--- config.mk ---
export PLATFORM = sky130hd
export DESIGN_NAME = sync_rr_lock_ctrl
export DESIGN_NICKNAME = d
export VERILOG_FILES = /design/src/rtl/sync_rr_lock_ctrl_pkg.sv /design/src/rtl/sync_rr_lock_ctrl_sync_ff.sv /design/src/rtl/sync_rr_lock_ctrl.sv
export SDC_FILE = /design/constraint.sdc
export NUM_CORES = 1
export LEC_CHECK = 0
export BUFFER_PORTS_ARGS = -buffer_cell sky130_fd_sc_hd__buf_2
export CAP_MARGIN = 20
export CORE_MARGIN = 4
export CORE_UTILIZATION = 25
export DETAILED_ROUTE_END_ITERATION = 7
export SLEW_MARGIN = 30
export SYNTH_ARGS = -nofsm -noshare
export SYNTH_HDL_FRONTEND = slang
export SYNTH_SLANG_ARGS = --single-unit
export TNS_END_PERCENT = 5
--- constraint.sdc ---
create_clock -name clk_i -period 5.3 [get_ports clk_i]
set_clock_uncertainty 0.15 [all_clocks]
set_input_delay 0.265 -clock clk_i [delete_from_list [all_inputs] [get_ports clk_i]]
set_output_delay 0.265 -clock clk_i [all_outputs]
set_load 0.02 [all_outputs]
--- src/rtl/sync_rr_lock_ctrl_pkg.sv ---
// Shared definitions for the synchronous round-robin lock controller.
//   lock_state_e : controller FSM states
//   clog2        : ceiling log2 used for parameter-derived widths
//   width_of     : clog2 clamped to at least one bit, for vector widths
//   ACK_NONE     : all-low grant vector (slice to N bits at use)
package sync_rr_lock_ctrl_pkg;

  typedef enum logic [1:0] {
    ST_IDLE    = 2'd0,
    ST_GRANT   = 2'd1,
    ST_RELEASE = 2'd2
  } lock_state_e;

  localparam logic [15:0] ACK_NONE = '0;

  function automatic int clog2(input int value);
    int r;
    r = 0;
    while ((1 << r) < value) r++;
    return r;
  endfunction

  function automatic int width_of(input int value);
    return (value <= 2) ? 1 : clog2(value);
  endfunction

endpackage

--- src/rtl/sync_rr_lock_ctrl_sync_ff.sv ---
// Single-bit synchronizer, STAGES flops deep, asynchronously cleared.
// STAGES = 0 passes d_i straight through for same-domain requesters.
// Ports:
//   clk_i  : clock
//   rst_i  : asynchronous active-high reset (clears all stages)
//   d_i    : asynchronous input bit
//   q_o    : synchronized output bit
module sync_ff #(
  parameter int STAGES = 2
) (
  input  logic clk_i,
  input  logic rst_i,
  input  logic d_i,
  output logic q_o
);

  if (STAGES == 0) begin : g_bypass
    logic unused_bypass;
    assign unused_bypass = clk_i | rst_i;
    assign q_o = d_i;
  end else begin : g_sync
    logic [STAGES-1:0] sync_q;

    always_ff @(posedge clk_i or posedge rst_i) begin
      if (rst_i) begin
        sync_q <= '0;
      end else begin
        sync_q[0] <= d_i;
        for (int i = 1; i < STAGES; i++) sync_q[i] <= sync_q[i-1];
      end
    end

    assign q_o = sync_q[STAGES-1];
  end

endmodule

--- src/rtl/sync_rr_lock_ctrl.sv ---
// Round-robin mutual-exclusion controller sharing one lock between N
// requesters over a 4-phase req/ack handshake, with a sticky grant-hold
// watchdog and owner reporting.
// Ports:
//   clk_i      : system clock, rising edge
//   reset_i    : asynchronous active-high reset
//   req_i      : per-requester level request
//   ack_o      : per-requester registered grant, one-hot or zero
//   owner_o    : index of the current holder, valid while busy_o
//   busy_o     : a grant is outstanding
//   hold_err_o : sticky, a grant was held MAX_HOLD cycles (MAX_HOLD > 0)
module sync_rr_lock_ctrl
  import sync_rr_lock_ctrl_pkg::*;
#(
  parameter int N           = 4,
  parameter int SYNC_STAGES = 2,
  parameter int MAX_HOLD    = 0
) (
  input  logic                     clk_i,
  input  logic                     reset_i,
  input  logic [N-1:0]             req_i,
  output logic [N-1:0]             ack_o,
  output logic [width_of(N)-1:0]   owner_o,
  output logic                     busy_o,
  output logic                     hold_err_o
);

  localparam int OW = width_of(N);
  localparam int HW = width_of(MAX_HOLD + 1);
  localparam logic [HW-1:0] HOLD_SAT = HW'(MAX_HOLD);

  lock_state_e     state_q, state_d;
  logic [N-1:0]    rq;
  logic [N-1:0]    ack_q, ack_d;
  logic [OW-1:0]   owner_q, owner_d;
  logic [OW-1:0]   rr_ptr_q, rr_ptr_d;
  logic [HW-1:0]   hold_cnt_q, hold_cnt_d;
  logic            busy_q, busy_d;
  logic            hold_err_q, hold_err_d;
  logic [OW-1:0]   winner;

  for (genvar g = 0; g < N; g++) begin : g_req_sync
    sync_ff #(.STAGES(SYNC_STAGES)) u_sync (
      .clk_i (clk_i),
      .rst_i (reset_i),
      .d_i   (req_i[g]),
      .q_o   (rq[g])
    );
  end

  // Rotate so rr_ptr sits at bit 0, take the lowest set bit, rotate back.
  function automatic logic [OW-1:0] rr_pick(input logic [N-1:0] vec,
                                            input logic [OW-1:0] ptr);
    logic [N-1:0] rot;
    int           sel;
    rot = N'({vec, vec} >> ptr);
    sel = 0;
    for (int i = N - 1; i >= 0; i--) begin
      if (rot[i]) sel = i;
    end
    return OW'((sel + int'(ptr)) % N);
  endfunction

  assign winner = rr_pick(rq, rr_ptr_q);

  always_ff @(posedge clk_i or posedge reset_i) begin
    if (reset_i) begin
      state_q    <= ST_IDLE;
      ack_q      <= ACK_NONE[N-1:0];
      owner_q    <= '0;
      rr_ptr_q   <= '0;
      hold_cnt_q <= '0;
      busy_q     <= 1'b0;
      hold_err_q <= 1'b0;
    end else begin
      state_q    <= state_d;
      ack_q      <= ack_d;
      owner_q    <= owner_d;
      rr_ptr_q   <= rr_ptr_d;
      hold_cnt_q <= hold_cnt_d;
      busy_q     <= busy_d;
      hold_err_q <= hold_err_d;
    end
  end

  always_comb begin
    state_d = state_q;
    case (state_q)
      ST_IDLE:    if (|rq) state_d = ST_GRANT;
      ST_GRANT:   if (!rq[owner_q]) state_d = ST_RELEASE;
      ST_RELEASE: state_d = ST_IDLE;
      default:    state_d = ST_IDLE;
    endcase
  end

  always_comb begin
    ack_d      = ack_q;
    owner_d    = owner_q;
    rr_ptr_d   = rr_ptr_q;
    hold_cnt_d = hold_cnt_q;
    busy_d     = busy_q;
    hold_err_d = hold_err_q;
    case (state_q)
      ST_IDLE: begin
        if (|rq) begin
          ack_d         = ACK_NONE[N-1:0];
          ack_d[winner] = 1'b1;
          owner_d       = winner;
          busy_d        = 1'b1;
          hold_cnt_d    = '0;
        end
      end
      ST_GRANT: begin
        if (hold_cnt_q != HOLD_SAT) hold_cnt_d = hold_cnt_q + HW'(1);
        // The watchdog only flags; the holder keeps the lock.
        if (MAX_HOLD != 0 && hold_cnt_d == HOLD_SAT) hold_err_d = 1'b1;
        if (!rq[owner_q]) begin
          ack_d    = ACK_NONE[N-1:0];
          busy_d   = 1'b0;
          rr_ptr_d = OW'((int'(owner_q) + 1) % N);
        end
      end
      default: ;
    endcase
  end

  assign ack_o      = ack_q;
  assign owner_o    = owner_q;
  assign busy_o     = busy_q;
  assign hold_err_o = hold_err_q;

endmodule

==> flow_summary.toml, run 1 <==
[global_routing]
grt_pass1_wl_um = 2800
grt_use_total_pct = 7.94
grt_overflow = 0
grt_antenna_before_repair = 0
grt_pass1_vias = 671
grt_max_degree = 20

[setup_path]
slowest_delay_ns = 0.51
worstPathRequired_ns = 5.34
worstPathArrival_ns = 2.27
start_kind = "flop"
crit_fanout = 12
worst-setup-path-type = "reg -> reg"
end_kind = "flop"
cp_cell_sequence = "o311ai_0, o21ai_0, o221ai_1, ha_1, xnor2_1, xnor2_2, a32o_2"
cp_slowest_cell = "dfrtp_1"

[finish]
nFillCells = 350
most-common-layout-cells = "19 x dfrtp_1, 12 x nand2_1, 12 x buf_2"
diodes = 0
syn2layout_area_growth_pct = 18.9
layout_commonest_cell = "dfrtp_1"
drive_gt1_share_pct = 21.1
layout.nets = 103

[job]
drv_cap = 0

[routing]
via_count = 604
dr.pass1.iters = 4
routed_wl_um = 1480
detail-route-antenna-nets = 0
drtIter0Drc = 11
detail_route.wl_per_cell_um = 10.5
via_per_inst = 4.28
drc = 0

[timing]
finalSetupViolCount = 0
hold_viol = 0
slew_viol_final = 0
rsz0062_at_grt = "no"
fmax_mhz = 448
timing.slew.headroom_pct = 54.8
period_needed_ns = 2.23
tns_ns = 0
hold_ws_ns = 0.208
finalCritPeriodShare_pct = 42.1
max_slew.worst_pin.slew_ns = 0.677

[clocking]
cts_resized = 0
clock_path_buffers = 2
clk_latency_ns = 0.29
tritoncts = "built"
cts_max_level = 1
ctsHoldBuffers = 5
clk_pin_slew_worst_paths_ns = 0.10
clockRootBuffer = "clkbuf_4"
post_cts_buffers = 0
cts_buffers = 3
cts_num_sinks = 19

[yosys]
ys_seq_area_share_pct = 55.2
synth_warnings = 0
async_flop_share_pct = 100
yosysUniqueCellTypes = 32
syn_inst = 79
synth_edf_count = 0
synth_area_sq_um = 861
syn_nets = 86
syn_avg_cell_area_sq_um = 10.9
synth-seq-cells = 19
ys_dominant_reg_cell = "dfrtp_1"

[placement]
globalplace.congestion = 0.803
port_buffers = 12
hpwl_um = 1040

[die]
rows = 21
die-area_sq_mm = 0.00445
die_x_um = 66.7
core_area_sq_mm = 0.00334
io_pins = 14
initial_core_util_pct = 25.8
die_h_um = 66.7

[outcome]
status = "finished, final reports clean"

[min_path]
hold_class = "reg -> reg"

[power]
ir_drop_v = 0.000297
power_density_mw_per_mm2 = 527
p_leak_nw = 0.484
logic make-up (layout without fill, tap and decap cells):
logic type,count (synthesis),count (layout),synth area share (%)
AND/OR/NAND/NOR,28,28,16.4
flip-flops,19,19,55.2
AO/OA/AOI/OAI,16,16,13.2
buffers and inverters,9,25,5.52
XOR/XNOR,3,3,3.93
multiplexers,2,2,3.78
adder cells (fa/ha/maj),1,1,1.45
other,1,1,0.436
worst paths after layout:
path | start | end | slack, ns | depth (start not counted)
max | rr_ptr_q[0] | ack_o[0] | 3.07 | 7
min | g_req_sync[3].u_sync.g_sync.sync_q[0] | g_req_sync[3].u_sync.g_sync.sync_q[1] | 0.21 | 0
max reg2reg | rr_ptr_q[0] | ack_o[0] | 3.07 | 7
min reg2reg | g_req_sync[3].u_sync.g_sync.sync_q[0] | g_req_sync[3].u_sync.g_sync.sync_q[1] | 0.21 | 0
max in group asynchronous | reset_i | rr_ptr_q[1] | 4.09 | 3
min in group asynchronous | reset_i | g_req_sync[0].u_sync.g_sync.sync_q[0] | 0.48 | 3
worst max-delay path, delay by kind of cell, from the launching register on:
| family | cells | cell delay (ns) |
|---|---|---|
| AOI/OAI and AO/OA | 4 | 0.94 |
| adders and majority gates | 1 | 0.19 |
| DFF | 1 | 0.51 |
| xor gates and xnor gates | 2 | 0.33 |
Yosys cell counts (all sizes together) (2+ instances only):
cell | count | area share [%]
inv | 4 | 1.7
nand3 | 3 | 1.7
nand2 | 12 | 5.2
dfrtp | 19 | 55
buf | 4 | 3.3
or2b | 2 | 1.7
nor2 | 6 | 2.6
xnor2 | 3 | 3.9
o21ai | 7 | 4.1
where the power goes:
group	switching [W]	internal, W	total (W)
combinational	0.000137	0.000105	0.000242
clock	0.0000409	0.0000280	0.0000689
sequential	0.0000431	0.000185	0.000228
per-stage QoR:
step                      std cells  util, %  cell area [sq um]  total power [W]  setup WS (ns)
after floorplan                  79        -                861         0.000426           3.16
after global placement          132     28.3                946         0.000466           3.14
after detailed placement        132     28.3                946         0.000472           3.10
after CTS                       141     30.7               1020         0.000546           3.07
after global routing            141     30.7               1020         0.000590           2.86
final                           141     30.7               1020         0.000539           3.07
metal layers:
metal  vias to the layer above  wire [um]  GRT usage [%]
met5                         -          0              0
met4                         0          6           3.55
met3                         2         84           1.69
met2                        18        706           13.0
met1                       284        679           9.97
li1                        300          -              -
layout make-up:
cell class | instances | area [sq um] | area share (%)
clock inverter | 1 | 5.00 | 0.489
timing repair buffer | 17 | 110 | 10.8
inverter | 4 | 15.0 | 1.47
sequential | 19 | 475 | 46.5
multi-input combinational | 51 | 338 | 33.0
clock buffer | 3 | 22.5 | 2.20
tap | 46 | 57.6 | 5.62
sequential cells by signal, indices dropped and copies added, names as in the netlist:
name and flops:
owner_o 2, state_q 2, busy_o 1, g_req_sync.u_sync.g_sync.sync_q 8
ack_o 4, rr_ptr_q 2
(Power assumes the default switching activity.)
==> inputs of run 2 (changes only) <==
clock period = 1.85 ns   (was 5.3 ns; I/O delays follow)
==> flow_summary.toml, run 2 (synthesis results as in run 1) <==
[global_routing]
grt_antenna_before_repair = 0
grt_pass1_vias = 695
grt_pass1_wl_um = 3020
grt_overflow = 0
grt_use_total_pct = 8.83
grt_max_degree = 20

[die]
die_x_um = 66.7
die_h_um = 66.7
io_pins = 14
rows = 21
die-area_sq_mm = 0.00445
initial_core_util_pct = 25.8
core_area_sq_mm = 0.00334

[timing]
slew_viol_final = 0
finalCritPeriodShare_pct = 108
rsz0062_at_grt = "yes"
fmax_mhz = 502
period_needed_ns = 1.99
hold_viol = 0
worst_slack_ns = -0.143
hold_ws_ns = 0.208
finalSetupViolCount = 8
max_slew.worst_pin.slew_ns = 0.674
timing.slew.headroom_pct = 55.0

[outcome]
violations = "negative setup slack"
status = "finished with violations"

[setup_path]
worst-setup-path-type = "reg -> reg"
crit_fanout = 8
r2r_cells = 4
worstPathArrival_ns = 2.04
end_kind = "flop"
cp_slowest_cell = "dfrtp_2"
worstPathRequired_ns = 1.89
cp_cell_sequence = "mux4_2, or3b_4, and3_4, a31o_1"
rr_startpoint = "g_req_sync[2].u_sync.g_sync.sync_q[1]"
start_kind = "flop"
critPathBufInv = 0
cp_top_family = "simple AND/OR/NAND/NOR gates"
startpoint = "g_req_sync[2].u_sync.g_sync.sync_q[1]"
cp.depth = 4
slowest_delay_ns = 0.49

[routing]
via_count = 686
detail_route.wl_per_cell_um = 11.4
drc = 0
drtIter0Drc = 19
routed_wl_um = 1800
via_per_inst = 4.34
detail-route-antenna-nets = 0
dr.pass1.iters = 4

[clocking]
clk_latency_ns = 0.29
cts_buffers = 3
tritoncts = "built"
cts_max_level = 1
clockRootBuffer = "clkbuf_4"
clk_pin_slew_worst_paths_ns = 0.11
clock_path_buffers = 2
cts_num_sinks = 19

[finish]
layout_commonest_cell = "buf_4"
drive_gt1_share_pct = 54.5
syn2layout_area_growth_pct = 45.2
finalCoreUtilization_pct = 37.5
diodes = 0
largest_reg_flops = 8
regMostFlops = "g_req_sync.u_sync.g_sync.sync_q"
most-common-layout-cells = "14 x buf_4, 13 x dfrtp_1, 12 x buf_2"
layout.nets = 120

[min_path]
hold_depth = 0
hold_class = "reg -> reg"
hold_start = "g_req_sync[0].u_sync.g_sync.sync_q[0]"

[placement]
hpwl_um = 1190
globalplace.congestion = 0.753
port_buffers = 12

[power]
power_w = 0.00188
ir_drop_v = 0.000693
power_density_mw_per_mm2 = 1500
p_leak_nw = 0.573

[job]
drv_cap = 0
## run 2: cell types whose count changed in the layout (fill, tap and decap cells not counted), moves of 3 or more
cell,before,now
o21ai_1,1,5
buf_6,0,3
dfrtp_1,19,13
dfrtp_2,0,6
o21ai_0,6,0
nand2_1,12,8
buf_4,0,14
nor2_1,6,3
nand2_2,0,4
## run 2: worst paths after layout
path                       slack (ns)                               endpoint
setup / recovery                -0.14                               ack_o[1]
hold / removal                   0.21  g_req_sync[0].u_sync.g_sync.sync_q[1]
setup reg to reg                -0.14                               ack_o[1]
hold reg to reg                  0.21  g_req_sync[0].u_sync.g_sync.sync_q[1]
max in group asynchronous        0.81                             owner_o[1]
min in group asynchronous        0.27                             owner_o[0]
## run 2: repair_timing
action,in CTS,in global routing
hold buffers,5,0
gates resized for setup,16,20
setup buffers,2,2
pin swaps,4,12
endpoints found under the hold margin,23,0
endpoints found under the setup margin,8,8
## run 2: worst register-to-register path, stage by stage (launching register included)
cell and delay, ns:
dfrtp_2 0.49, mux4_2 0.48, or3b_4 0.43, and3_4 0.16
a31o_1 0.18
## run 2: per-layer routing
layer / global-route usage, % / share of wire [%] / routed length [um]
met1: 11.4 / 46 / 828
met2: 14.1 / 49 / 886
met3: 1.35 / 3.2 / 58
met4: 4.57 / 1.3 / 23
met5: 0 / 0 / 0
## run 2: report_power, final
group,switching (W),leakage (nW),internal [W],total (W)
Combinational,0.000518,0.334,0.000506,0.00102
Clock,0.000126,0.0139,0.0000822,0.000208
Sequential,0.000108,0.224,0.000536,0.000645
## run 2: metrics by stage
step / area [sq um] / setup slack [ns] / std cells / setup TNS (ns)
CTS: 1180 / -0.128 / 156 / -0.771
floorplan: 862 / -0.209 / 79 / -0.490
global route: 1250 / -0.250 / 158 / -1.41
finish: 1250 / -0.143 / 158 / -0.738
detailed placement: 1040 / -0.248 / 145 / -1.32
global placement: 1040 / -0.223 / 145 / -1.16
## run 2: layout make-up
| type | count | area (sq um) |
|---|---|---|
| Multi-Input combinational cell | 51 | 415 |
| Fill cell | 353 | 2090 |
| Tap cell | 46 | 57.6 |
| Inverter | 4 | 15.0 |
| Clock inverter | 1 | 7.51 |
| Clock buffer | 3 | 22.5 |
| Timing Repair Buffer | 34 | 249 |
| Sequential cell | 19 | 483 |
